<file path="src/rtl/tacc_pkg.sv">
// tacc_pkg: shared types and helpers for the tile accumulator.
//   - ACC_W_DEF / OUT_W_DEF : default accumulator and output lane widths
//   - state_t               : tile FSM states (IDLE, ACCUM)
//   - lane_vec_t            : four output lanes, lane n at bits [n*OUT_W +: OUT_W]
//   - saturate()            : clamps an ACC_W sum to OUT_W and reports the clamp
//   - pack_lanes() / unpack_lanes() : convert between lane vector and flat word
// The helpers are sized to the package default widths.
package tacc_pkg;

    localparam int ACC_W_DEF = 24;
    localparam int OUT_W_DEF = 16;
    localparam int LANES     = 4;

    typedef enum logic {
        IDLE  = 1'b0,
        ACCUM = 1'b1
    } state_t;

    typedef logic [LANES-1:0][OUT_W_DEF-1:0] lane_vec_t;

    typedef struct packed {
        logic [OUT_W_DEF-1:0] value;
        logic                 flag;
    } sat_t;

    localparam logic signed [ACC_W_DEF-1:0] SAT_MAX = ACC_W_DEF'(2**(OUT_W_DEF-1) - 1);
    localparam logic signed [ACC_W_DEF-1:0] SAT_MIN = ACC_W_DEF'(-(2**(OUT_W_DEF-1)));

    function automatic sat_t saturate(input logic signed [ACC_W_DEF-1:0] v);
        sat_t r;
        if (v > SAT_MAX) begin
            r.value = SAT_MAX[OUT_W_DEF-1:0];
            r.flag  = 1'b1;
        end else if (v < SAT_MIN) begin
            r.value = SAT_MIN[OUT_W_DEF-1:0];
            r.flag  = 1'b1;
        end else begin
            r.value = v[OUT_W_DEF-1:0];
            r.flag  = 1'b0;
        end
        return r;
    endfunction

    function automatic logic [LANES*OUT_W_DEF-1:0] pack_lanes(input lane_vec_t l);
        return l;
    endfunction

    function automatic lane_vec_t unpack_lanes(input logic [LANES*OUT_W_DEF-1:0] w);
        return w;
    endfunction

endpackage

</file>
<file path="src/rtl/tacc_out_fifo.sv">
// tacc_out_fifo: small synchronous in-order FIFO holding finished tile words.
// Ports:
//   clk, rst       : clock, synchronous active-high reset
//   push, din      : write request and word
//   pop, dout      : read request and head word
//   full, empty    : occupancy flags
//   count          : number of words held
// When empty, dout keeps showing the last word that was popped (0 after reset).
module tacc_out_fifo #(
    parameter  int W     = 68,
    parameter  int DEPTH = 2,
    localparam int AW    = $clog2(DEPTH),
    localparam int CW    = AW + 1
) (
    input  logic          clk,
    input  logic          rst,
    input  logic          push,
    input  logic [W-1:0]  din,
    input  logic          pop,
    output logic [W-1:0]  dout,
    output logic          full,
    output logic          empty,
    output logic [CW-1:0] count
);

    logic [W-1:0]  mem [DEPTH];
    logic [AW-1:0] wr_ptr;
    logic [AW-1:0] rd_ptr;
    logic [W-1:0]  hold;
    logic          do_push;
    logic          do_pop;

    assign full    = (count == CW'(DEPTH));
    assign empty   = (count == '0);
    assign do_pop  = pop && !empty;
    assign do_push = push && (!full || do_pop);
    assign dout    = empty ? hold : mem[rd_ptr];

    // NOTE: storage has no reset; occupancy is tracked by count, so stale
    // entries are never visible and the array maps onto plain registers/RAM.
    always_ff @(posedge clk) begin
        if (do_push) begin
            mem[wr_ptr] <= din;
        end
    end

    // NOTE: sequential state uses non-blocking assignments so every register
    // samples pre-edge values regardless of statement order.
    always_ff @(posedge clk) begin
        if (rst) begin
            wr_ptr <= '0;
            rd_ptr <= '0;
            count  <= '0;
            hold   <= '0;
        end else begin
            if (do_push) begin
                wr_ptr <= wr_ptr + 1'b1;
            end
            if (do_pop) begin
                rd_ptr <= rd_ptr + 1'b1;
                hold   <= mem[rd_ptr];
            end
            case ({do_push, do_pop})
                2'b10:   count <= count + 1'b1;
                2'b01:   count <= count - 1'b1;
                default: ;
            endcase
        end
    end

endmodule

</file>
<file path="src/rtl/tile_accumulator.sv">
// tile_accumulator: accumulates four signed 16-bit dot-product results per
// step over a tile of cfg_k_steps beats, saturates the four sums, and queues
// the packed word for writeback.
// Ports:
//   clk, rst                 : clock, synchronous active-high reset
//   cfg_k_steps              : tile length (0 means 2^CNT_W), latched on a tile's first beat
//   in_valid / in_ready      : input handshake; in_res0..in_res3 are the lane results
//   out_valid / out_ready    : output handshake; out_data lane n at [n*OUT_W +: OUT_W]
//   out_sat                  : per-lane saturation flag of the word on out_data
//   busy                     : a tile is partially accumulated or words are queued
// Build option: define TACC_RELU_EN to clamp negative sums to zero before
// saturation (only positive overflow then sets a sat flag).
module tile_accumulator
    import tacc_pkg::*;
#(
    parameter int ACC_W      = ACC_W_DEF,
    parameter int OUT_W      = OUT_W_DEF,
    parameter int CNT_W      = 8,
    parameter int FIFO_DEPTH = 2
) (
    input  logic               clk,
    input  logic               rst,
    input  logic [CNT_W-1:0]   cfg_k_steps,
    input  logic               in_valid,
    output logic               in_ready,
    input  logic [15:0]        in_res0,
    input  logic [15:0]        in_res1,
    input  logic [15:0]        in_res2,
    input  logic [15:0]        in_res3,
    output logic               out_valid,
    input  logic               out_ready,
    output logic [4*OUT_W-1:0] out_data,
    output logic [3:0]         out_sat,
    output logic               busy
);

    localparam int WORD_W = 4*OUT_W + 4;
    localparam int FCW    = $clog2(FIFO_DEPTH) + 1;

    state_t                  state;
    state_t                  state_nxt;
    logic [CNT_W:0]          step_cnt;
    logic [CNT_W-1:0]        k_lat;
    logic [CNT_W:0]          tile_len;
    logic signed [15:0]      res [LANES];
    logic signed [ACC_W-1:0] acc [LANES];
    logic signed [ACC_W-1:0] sum [LANES];
    logic                    last_pending;
    logic                    beat;
    logic                    push;
    lane_vec_t               lane_v;
    logic [3:0]              sat_v;
    logic                    fifo_full;
    logic                    fifo_empty;
    logic [FCW-1:0]          fifo_count;
    logic [WORD_W-1:0]       fifo_dout;

    assign res[0] = in_res0;
    assign res[1] = in_res1;
    assign res[2] = in_res2;
    assign res[3] = in_res3;

    // Latched length, with the all-zeros code standing for 2^CNT_W.
    assign tile_len = (k_lat == '0) ? {1'b1, {CNT_W{1'b0}}} : {1'b0, k_lat};

    assign beat = in_valid && in_ready;
    assign push = beat && last_pending;

    // FSM: state register
    always_ff @(posedge clk) begin
        if (rst) begin
            state <= IDLE;
        end else begin
            state <= state_nxt;
        end
    end

    // FSM: next state
    always_comb begin
        state_nxt = state;
        case (state)
            IDLE:    if (beat && !last_pending) state_nxt = ACCUM;
            ACCUM:   if (push)                  state_nxt = IDLE;
            default: state_nxt = IDLE;
        endcase
    end

    // FSM: outputs. in_ready depends only on state, configuration and FIFO
    // occupancy, never on out_ready, so a same-cycle pop cannot raise it.
    // NOTE: every combinational output gets a default first so no path
    // through the case leaves it unassigned and infers a latch.
    always_comb begin
        last_pending = 1'b0;
        case (state)
            IDLE:    last_pending = (cfg_k_steps == CNT_W'(1));
            ACCUM:   last_pending = (step_cnt + 1'b1 == tile_len);
            default: last_pending = 1'b0;
        endcase
        in_ready = !(last_pending && fifo_full);
    end

    // Sum including the current beat; a tile's first beat starts from zero.
    // This is both the next accumulator value and the source of the output
    // word on the last beat.
    always_comb begin
        logic signed [ACC_W-1:0] v;
        sat_t                    sr;
        for (int n = 0; n < LANES; n++) begin
            sum[n] = ((state == ACCUM) ? acc[n] : ACC_W'(0)) + ACC_W'(res[n]);
            v      = sum[n];
`ifdef TACC_RELU_EN
            if (v[ACC_W-1]) begin
                v = '0;
            end
`endif
            sr        = saturate(ACC_W_DEF'(v));
            lane_v[n] = sr.value;
            sat_v[n]  = sr.flag;
        end
    end

    // Accumulators and step counter only move on an accepted beat.
    always_ff @(posedge clk) begin
        if (rst) begin
            step_cnt <= '0;
            k_lat    <= '0;
            for (int n = 0; n < LANES; n++) begin
                acc[n] <= '0;
            end
        end else if (beat) begin
            if (state == IDLE) begin
                k_lat    <= cfg_k_steps;
                step_cnt <= (CNT_W+1)'(1);
            end else begin
                step_cnt <= step_cnt + 1'b1;
            end
            for (int n = 0; n < LANES; n++) begin
                acc[n] <= sum[n];
            end
        end
    end

    tacc_out_fifo #(
        .W     (WORD_W),
        .DEPTH (FIFO_DEPTH)
    ) u_fifo (
        .clk   (clk),
        .rst   (rst),
        .push  (push),
        .din   ({sat_v, pack_lanes(lane_v)}),
        .pop   (out_ready),
        .dout  (fifo_dout),
        .full  (fifo_full),
        .empty (fifo_empty),
        .count (fifo_count)
    );

    assign out_valid = !fifo_empty;
    assign out_data  = fifo_dout[4*OUT_W-1:0];
    assign out_sat   = fifo_dout[WORD_W-1 -: 4];
    assign busy      = (state == ACCUM) || (fifo_count != '0);

endmodule

</file>
<file path="config.mk">
export PLATFORM = sky130hd
export DESIGN_NAME = tile_accumulator
export DESIGN_NICKNAME = d
export VERILOG_FILES = /design/src/rtl/tacc_pkg.sv /design/src/rtl/tacc_out_fifo.sv /design/src/rtl/tile_accumulator.sv
export SDC_FILE = /design/constraint.sdc
export NUM_CORES = 1
export LEC_CHECK = 0
export CAP_MARGIN = 5
export CORE_UTILIZATION = 30
export DETAILED_ROUTE_END_ITERATION = 16
export GPL_TIMING_DRIVEN = 1
export PLACE_DENSITY = 0.46
export SYNTH_ARGS = -nofsm -noshare
export SYNTH_HDL_FRONTEND = slang
export SYNTH_SLANG_ARGS = --single-unit
</file>
<file path="constraint.sdc">
create_clock -name clk -period 7.9 [get_ports clk]
set_input_delay 1.58 -clock clk [delete_from_list [all_inputs] [get_ports clk]]
set_output_delay 1.58 -clock clk [all_outputs]
set_load 0.05 [all_outputs]
</file>
==> reports/qor.txt, run 1 <==
Syn-to-layout area delta -> 19.0%
Gate Count Post-Synth -> 1,912
Slew Viols, Final -> 0
Worst-path clk slew -> 0.06 ns
Adder-Cell Fraction of Synth Area -> 6.59%
crit-path cells -> or2_4, buf_4, nor2_1, a21oi_1, clkdlybuf4s50_1
post_cts resized -> 0
Worst Setup End Kind -> primary output
switch share -> 29.2%
ant diodes -> 0
main combinational cell family by area after synthesis -> compound AO/OA/AOI/OAI gates
Seq/Total Area, Yosys -> 46.1%
synthesized area per cell -> 9.97 sq um
final setup fails -> 0
switching power total -> 0.00139 W
internal power -> 0.00337 W
post-route setup slack -> 2.51 ns
highest-delay cell along the critical path -> clkdlybuf4s50_1
max cap viols -> 0
Comb pwr share -> 19.3%
RSZ-0062 raised after global routing -> false
Worst Path Required -> 6.32 ns
Port Buf Inserts -> 146
Hold Crit Class -> reg -> reg
number of enable flip-flop cells after synthesis -> 232
Unique masters post-synth -> 95
CTS Buf Count -> 42
R2R Path End -> u_fifo.mem[1][17]
Tmin final -> 5.39 ns
clock skew -> 0.0154 ns
worst path bufs/invs -> 2
number of failing hold endpoints at the final stage -> 0
fmax -> 186 MHz
postcts setup bufs -> 0
overall routing resource usage -> 16.5%
Synth Register Bits -> 323
die height -> 254 microns
worst stage delay on the critical path -> 0.89 ns
Synth Area in Compound Gates -> 17.8%
setup TNS -> 0 ns
DR WL/cell -> 18.4 microns
worst setup path startpoint -> u_fifo.count[0]
Die Wd -> 254 microns
largest net degree at the start of global routing -> 84
Post-Synth Simple-Gate Area -> 17.4%
top cell type's share of synthesized area -> 36.5%
Clock Power Share -> 39.9%
YS warnings -> 0
Synth Cell Area -> 19,100 sq um
Tightest Pin Transition -> 1.13 ns
post-synth net total -> 2,086
Std-Cell Rows -> 92
post-synthesis mux area share -> 4.38%
layout cells sized above 1 -> 7.22%
leak pwr -> 8.21 nW
GR Overflow Total -> 0
fin nets -> 2,193
DP Worst Slack -> 2.02 ns
most area-consuming cells after synthesis -> edfxtp_1 (37%), dfxtp_1 (9.6%), ha_1 (6.2%)
worst setup path endpoint -> out_data[21]
Max FO, Critical Path -> 77
kind of critical path -> reg -> out
die area -> 64,600 sq um
xor and xnor fraction of the mapped netlist area -> 4.55%
critical path depth -> 5
Max-slew headroom -> 24.3%
drt initial violations -> 851
CTS tree -> done
Sink Count -> 323
remaining antenna violation count -> 0
R2R Setup Slk -> 3.14 ns
vias in the first global route -> 14.4k
Peak VDD IR -> 0.126 mV
initial antenna violation count -> 1
first-pass GRT wire length -> 82,800 microns
asr flop ratio synth -> 0%
WL final -> 53,200 microns
sequential share of power -> 40.8%
DRC viols -> 0
R2R cell count -> 13
worst skew pair latency -> 0.57 ns
CTS root buf -> clkbuf_16
starting density of the core -> 30.3%
GP Congestion -> 0.823
Hold-fix buffers, CTS -> 0
period utilization -> 68.2%
DR pass1 iterations -> 5
status -> completed
startpoint types -> register
critical path's top delay family -> buffers and inverters
CP arrival -> 3.81 ns
area leader, netlist -> edfxtp_1
vias after detailed routing -> 14.5k
Main synth FF type -> edfxtp_1
commonest cells in the synthesized netlist -> nor2_1 (283), edfxtp_1 (232), a21oi_1 (168)
number of I/O pins -> 147
hpwl dp -> 36,300 microns
H-Tree Depth -> 2
PwrDens -> 210 nW/um^2
Core ar. -> 63,000 sq um
vias per cell -> 5.02
most instantiated library cell after synthesis -> nor2_1
clock buffer depth -> 3
state kept, by name, indices dropped and copies added, names as in the netlist, named ones only:
signal / flops
acc: 96
k_lat: 8
step_cnt: 9
u_fifo.count: 2
u_fifo.hold: 68
u_fifo.mem: 136
u_fifo.rd_ptr: 1
u_fifo.wr_ptr: 1
final cells by class:
type	count	area, sq um
clock buffers	56	1200
clock inverters	20	160
fillers	6322	40300
inverters	42	158
multi-input cells	1445	9710
flip-flops and latches	323	8800
well taps	846	1060
repair buffers	165	1600
placed cells by master, fill, tap and decap left out, types with 13 or more instances in the layout:
master           instances
nand4_1                 14
edfxtp_1               232
or3_1                   17
nand3_1                 24
nor2b_1                 14
o21ai_1                 33
o211ai_1                14
o21a_1                  15
a21oi_1                168
a31oi_1                 16
buf_4                   20
nor3_1                  30
dfxtp_1                 89
xor2_1                  45
clkbuf_16               46
ha_1                    94
mux2i_1                 79
xnor2_1                 49
nand2_1                 74
clkdlybuf4s50_1        145
and2_1                 120
a21o_1                  32
nand2b_1                13
inv_1                   42
o21ai_0                 47
nor2_1                 281
a211oi_1                82
layer usage:
metal	up-vias	part of all wire, %	track usage (%)
met3	62	4.2	3.21
met1	6944	48	22.6
met4	0	1.8	3.80
met2	255	46	26.7
met5	-	0	0
li1	7268	-	-
logic make-up after synthesis:
| family | count (synthesis) |
|---|---|
| AOI/OAI and AO/OA | 510 |
| xor gates and xnor gates | 96 |
| adders and majority gates | 98 |
| buffers and inverters | 144 |
| DFF | 323 |
| muxes | 83 |
| and+or+nand+nor | 658 |
worst register-to-register path, stage by stage, from the launching register on:
cell and delay, ns:
dfxtp_4 0.77, and2_1 0.27, ha_1 0.25, inv_1 0.08, fa_1 0.40, nand2b_1 0.18, a31oi_1 0.32, o2111ai_1 0.30
a21oi_1 0.33, o21ai_0 0.15, a2111oi_0 0.39, nand4_1 0.53, nand2_1 0.34, o21ai_0 0.17
power groups by stage:
stage               Clock [W]  Combinational [W]  Sequential [W]
floorplan                   0           0.000647         0.00196
global placement            0           0.000923         0.00198
detailed placement          0           0.000927         0.00198
CTS                   0.00197           0.000932         0.00194
global route          0.00203            0.00101         0.00195
finish                0.00190           0.000921         0.00194
metrics by stage:
stage / instances / hold WS [ns] / instance area (sq um) / total power (W) / util [%]
after floorplan: 1912 / 0.458 / 19100 / 0.00261 / -
after global placement: 2821 / 0.469 / 21300 / 0.00290 / 33.9
after detailed placement: 2821 / 0.481 / 21300 / 0.00291 / 33.9
after CTS: 2897 / 0.488 / 22700 / 0.00485 / 36.0
after global routing: 2897 / 0.514 / 22700 / 0.00500 / 36.0
final: 2897 / 0.492 / 22700 / 0.00477 / 36.0
worst min path at each step:
stage	startpoint	to	slack (ns)	depth (start not counted)
2_1_floorplan	step_cnt[1]	step_cnt[1]	0.46	2
3_3_place_gp	step_cnt[1]	step_cnt[1]	0.47	2
3_5_place_dp	step_cnt[1]	step_cnt[1]	0.48	2
4_1_cts	step_cnt[1]	step_cnt[1]	0.49	2
5_1_grt	u_fifo.hold[45]	u_fifo.hold[45]	0.51	2
6_report	step_cnt[1]	step_cnt[1]	0.49	2
No activity file was read; power rests on OpenSTA's default activity.
==> inputs of run 2 (changes only) <==
clock period = 5.1 ns   (was 7.9 ns; I/O delays follow)
==> reports/qor.txt, run 2 (same netlist as run 1, synthesis figures left out) <==
max cap viols -> 0
ant diodes -> 0
Tightest Pin Transition -> 0.969 ns
fin cells -> 2,914
GP Congestion -> 0.861
worst path bufs/invs -> 1
number of I/O pins -> 147
die height -> 254 microns
Worst-path clk slew -> 0.06 ns
number of failing hold endpoints at the final stage -> 0
CP arrival -> 3.49 ns
dpl cells -> 2,838
CTS tree -> done
Worst Path Required -> 4.08 ns
Max FO, Critical Path -> 6
Top Layer Used -> met4
worst stage delay on the critical path -> 0.73 ns
most common cell after layout, fill and taps aside -> nor2_1
Peak VDD IR -> 0.198 mV
post_cts resized -> 0
status -> completed
top flop regs -> u_fifo.mem x136, acc x96, u_fifo.hold x68
highest-delay cell along the critical path -> clkdlybuf4s50_1
critical path's top delay family -> simple AND/OR/NAND/NOR gates
layout cells sized above 1 -> 8.08%
postcts setup bufs -> 0
met3 WL post-DR -> 2000 microns
vias in the first global route -> 14.3k
Syn-to-layout area delta -> 20.4%
initial antenna violation count -> 0
vias after detailed routing -> 14.5k
DRC viols -> 0
period utilization -> 88.5%
starting density of the core -> 30.3%
fin nets -> 2,209
Tmin final -> 4.51 ns
Biggest register -> u_fifo.mem
kind of critical path -> reg -> out
crit-path cells -> ha_1, nand3_2, xnor2_1, nand4_1, or4_1, o32ai_2, nand2_1, clkdlybuf4s50_1
fmax -> 222 MHz
Port Buf Inserts -> 146
Hold-fix buffers, CTS -> 0
final setup fails -> 0
hpwl dp -> 36,600 microns
Std-Cell Rows -> 92
Sink Count -> 323
H-Tree Depth -> 2
largest net degree at the start of global routing -> 138
CTS root buf -> clkbuf_16
first-pass GRT wire length -> 82,200 microns
RSZ-0062 raised after global routing -> false
most frequent cells in the layout -> nor2_1 (281), edfxtp_1 (232), a21oi_1 (168)
DP Worst Slack -> 0.146 ns
overall routing resource usage -> 16.4%
drt initial violations -> 751
remaining antenna violation count -> 0
vias per cell -> 4.99
GR Overflow Total -> 0
Hold Crit Class -> reg -> reg
startpoint types -> register
Core ar. -> 63,000 sq um
clock skew -> 0.0153 ns
PwrDens -> 329 nW/um^2
DR WL/cell -> 18.1 microns
leak pwr -> 8.34 nW
post-route setup slack -> 0.587 ns
die area -> 64,600 sq um
max reg flops -> 136
Max-slew headroom -> 35.4%
Slew Viols, Final -> 0
setup TNS -> 0 ns
CTS Buf Count -> 41
worst skew pair latency -> 0.55 ns
WL final -> 52,900 microns
Die Wd -> 254 microns
Met1 Wirelength -> 25,900 microns
clock buffer depth -> 3
Worst Setup End Kind -> primary output
worst hold margin -> 0.495 ns
WL met2 -> 23,900 microns
DR pass1 iterations -> 6
## run 2: cell count changes in the layout (fill, tap and decap cells not counted), moves of 3 or more
cell       previous run  this run
buf_4                20        31
buf_12                0         6
bufinv_16             2         6
clkinv_1              5         1
clkbuf_16            46        43
clkbuf_8              1         4
clkinv_2              8         5
## run 2: routing by layer
layer | global-route usage [%] | vias up
li1 | - | 7304
met1 | 22.8 | 6913
met2 | 26.4 | 259
met3 | 2.22 | 64
met4 | 4.46 | 0
met5 | 0 | -
## run 2: metrics by stage
step	utilization [%]	cell area [sq um]	total power, W
floorplan	-	19100	0.00404
CTS	36.5	23000	0.00769
global placement	34.2	21500	0.00451
detailed placement	34.2	21500	0.00452
global route	36.5	23000	0.00790
finish	36.5	23000	0.00755
## run 2: path summary, 6_finish.rpt
kind / start / to / slack (ns) / cells after the start
max: step_cnt[0] / in_ready / 0.59 / 8
min: u_fifo.hold[64] / u_fifo.hold[64] / 0.50 / 2
max reg2reg: register / u_fifo.mem[1][65] / 0.65 / 13
min reg2reg: u_fifo.hold[64] / u_fifo.hold[64] / 0.50 / 2
## run 2: cell type report
| class | instances | area [sq um] |
|---|---|---|
| Clock buffer | 58 | 1170 |
| Clock inverter | 18 | 259 |
| Fill cell | 6298 | 40000 |
| Inverter | 42 | 158 |
| Multi-Input combinational cell | 1445 | 9710 |
| Sequential cell | 323 | 8800 |
| Tap cell | 846 | 1060 |
| Timing Repair Buffer | 182 | 1800 |
## run 2: worst register-to-register path, stage by stage (launching register included)
cell and delay (ns):
dfxtp_4 0.81, and2_1 0.25, ha_1 0.23, inv_1 0.09
fa_1 0.41, nand2b_1 0.18, a31oi_1 0.31, o2111ai_1 0.30
a21oi_1 0.35, o21ai_0 0.16, a2111oi_0 0.44, nand4_1 0.20
buf_4 0.22, mux2_2 0.27
## run 2: power by group
group	leakage, nW	internal [W]	switching (W)	total [W]
sequential	3.03	0.00296	0.0000460	0.00301
clock	0.696	0.00191	0.00118	0.00309
combinational	4.62	0.000523	0.000927	0.00145
==> inputs of run 3 (changes only) <==
CELL_PAD_IN_SITES_DETAIL_PLACEMENT = 1   (was default)
CELL_PAD_IN_SITES_GLOBAL_PLACEMENT = 2   (was default)
PLACE_DENSITY = 0.65   (was 0.46)
==> reports/qor.txt, run 3 (same netlist as run 1, synthesis figures left out) <==
vias in the first global route -> 15.6k
Hold Crit Class -> reg -> reg
CP arrival -> 3.53 ns
initial antenna violation count -> 0
Worst Setup End Kind -> primary output
DP Area -> 21,500 sq um
RSZ-0062 raised after global routing -> false
layout cells sized above 1 -> 8.11%
leak pwr -> 8.32 nW
Worst Path Required -> 4.08 ns
Max FO, Critical Path -> 6
DR pass1 iterations -> 4
largest net degree at the start of global routing -> 56
overall routing resource usage -> 17.7%
status -> completed
WL final -> 56,600 microns
final setup fails -> 0
Die Wd -> 254 microns
DR WL/cell -> 19.4 microns
Tightest Pin Transition -> 0.816 ns
GP Congestion -> 0.807
Max-slew headroom -> 45.6%
die area -> 64,600 sq um
highest-delay cell along the critical path -> clkdlybuf4s50_1
clock buffer depth -> 3
CTS Buf Count -> 42
vias after detailed routing -> 14.7k
Std-Cell Rows -> 92
max reg flops -> 136
met3 Resource Use GR -> 3.20%
most common cell after layout, fill and taps aside -> nor2_1
Core ar. -> 63,000 sq um
first-pass GRT wire length -> 88,600 microns
H-Tree Depth -> 2
number of I/O pins -> 147
clock skew -> 0.0210 ns
top flop regs -> u_fifo.mem x136, acc x96, u_fifo.hold x68
worst skew pair latency -> 0.56 ns
fin nets -> 2,213
Tmin final -> 4.55 ns
startpoint types -> register
vias per cell -> 5.05
met1 usage -> 23.3%
number of failing hold endpoints at the final stage -> 0
Worst-path clk slew -> 0.06 ns
Hold-fix buffers, CTS -> 0
setup TNS -> 0 ns
critical path's top delay family -> simple AND/OR/NAND/NOR gates
remaining antenna violation count -> 0
DRC viols -> 0
fmax -> 220 MHz
GR Overflow Total -> 0
Biggest register -> u_fifo.mem
starting density of the core -> 30.3%
CTS tree -> done
period utilization -> 89.3%
worst path bufs/invs -> 1
Syn-to-layout area delta -> 19.9%
hpwl dp -> 40,500 microns
postcts setup bufs -> 0
kind of critical path -> reg -> out
post_cts resized -> 0
die height -> 254 microns
design area -> 22,900 sq um
Top Usage Layer GRT -> met2
ant diodes -> 0
Sink Count -> 323
met2 track utilization from global routing -> 30.0%
Slew Viols, Final -> 0
Port Buf Inserts -> 146
PwrDens -> 325 nW/um^2
max cap viols -> 0
most frequent cells in the layout -> nor2_1 (281), edfxtp_1 (232), a21oi_1 (168)
Peak VDD IR -> 0.172 mV
drt initial violations -> 663
crit-path cells -> ha_1, nand3_2, nor2_2, xnor2_1, or4_1, o32ai_2, nand2_1, clkdlybuf4s50_1
worst stage delay on the critical path -> 0.74 ns
CTS root buf -> clkbuf_16
==> run 3: changes by cell type in the layout (fill, tap and decap cells not counted) <==
| cell | change |
|---|---|
| bufinv_16 | -3 |
| clkinv_1 | +1 |
| clkinv_4 | +2 |
| clkinvlp_4 | -1 |
| buf_12 | -4 |
| clkbuf_1 | +2 |
| clkbuf_8 | +2 |
| inv_6 | -2 |
| buf_4 | +7 |
==> run 3: per-layer routing <==
metal  wire [microns]  up-vias
met5                0        -
met4              849        0
met3             1980       54
met2            26900      173
met1            26900     7217
li1                 -     7280
==> run 3: final cells by class <==
type	count	area [sq um]
clock buffer	62	1210
timing repair buffer	185	1780
tap	846	1060
clock inverter	15	165
inverter	42	158
fill	7002	40100
multi-input combinational	1445	9710
sequential	323	8800
==> run 3: final timing paths <==
path / slack, ns / endpoint / cells after the start / startpoint
worst max-delay path: 0.55 / in_ready / 8 / step_cnt[0]
worst min-delay path: 0.49 / step_cnt[1] / 2 / step_cnt[1]
worst max register to register: 0.81 / u_fifo.mem[0][27] / 14 / register
worst min register to register: 0.49 / step_cnt[1] / 2 / step_cnt[1]
==> run 3: report_power, final <==
group / internal (W) / switching (W) / leakage (nW)
registers: 0.00296 / 0.0000443 / 3.03
logic: 0.000522 / 0.000948 / 4.62
clock network: 0.00179 / 0.00117 / 0.671
total: 0.00528 / 0.00216 / 8.32
==> run 3: metrics by stage <==
step | cells | setup WS, ns | utilization, % | hold WS [ns] | total power, W
floorplan | 1912 | 0.735 | - | 0.458 | 0.00404
global placement | 2841 | 0.358 | 34.1 | 0.466 | 0.00451
detailed placement | 2841 | 0.223 | 34.1 | 0.484 | 0.00455
CTS | 2918 | 0.478 | 36.3 | 0.492 | 0.00757
global route | 2918 | 0.319 | 36.3 | 0.518 | 0.00780
finish | 2918 | 0.545 | 36.3 | 0.494 | 0.00744
==> run 3: worst reg2reg max path, cell delays in order (launching register included) <==
cell and delay (ns):
dfxtp_4 0.64, and2_1 0.23, ha_1 0.20, inv_1 0.07, fa_1 0.39, nand2b_1 0.19, a31oi_1 0.34, o2111ai_1 0.31
a21oi_1 0.34, o21ai_0 0.14, a2111oi_0 0.43, nand4_1 0.26, buf_4 0.24, a21oi_1 0.17, nor2_1 0.08
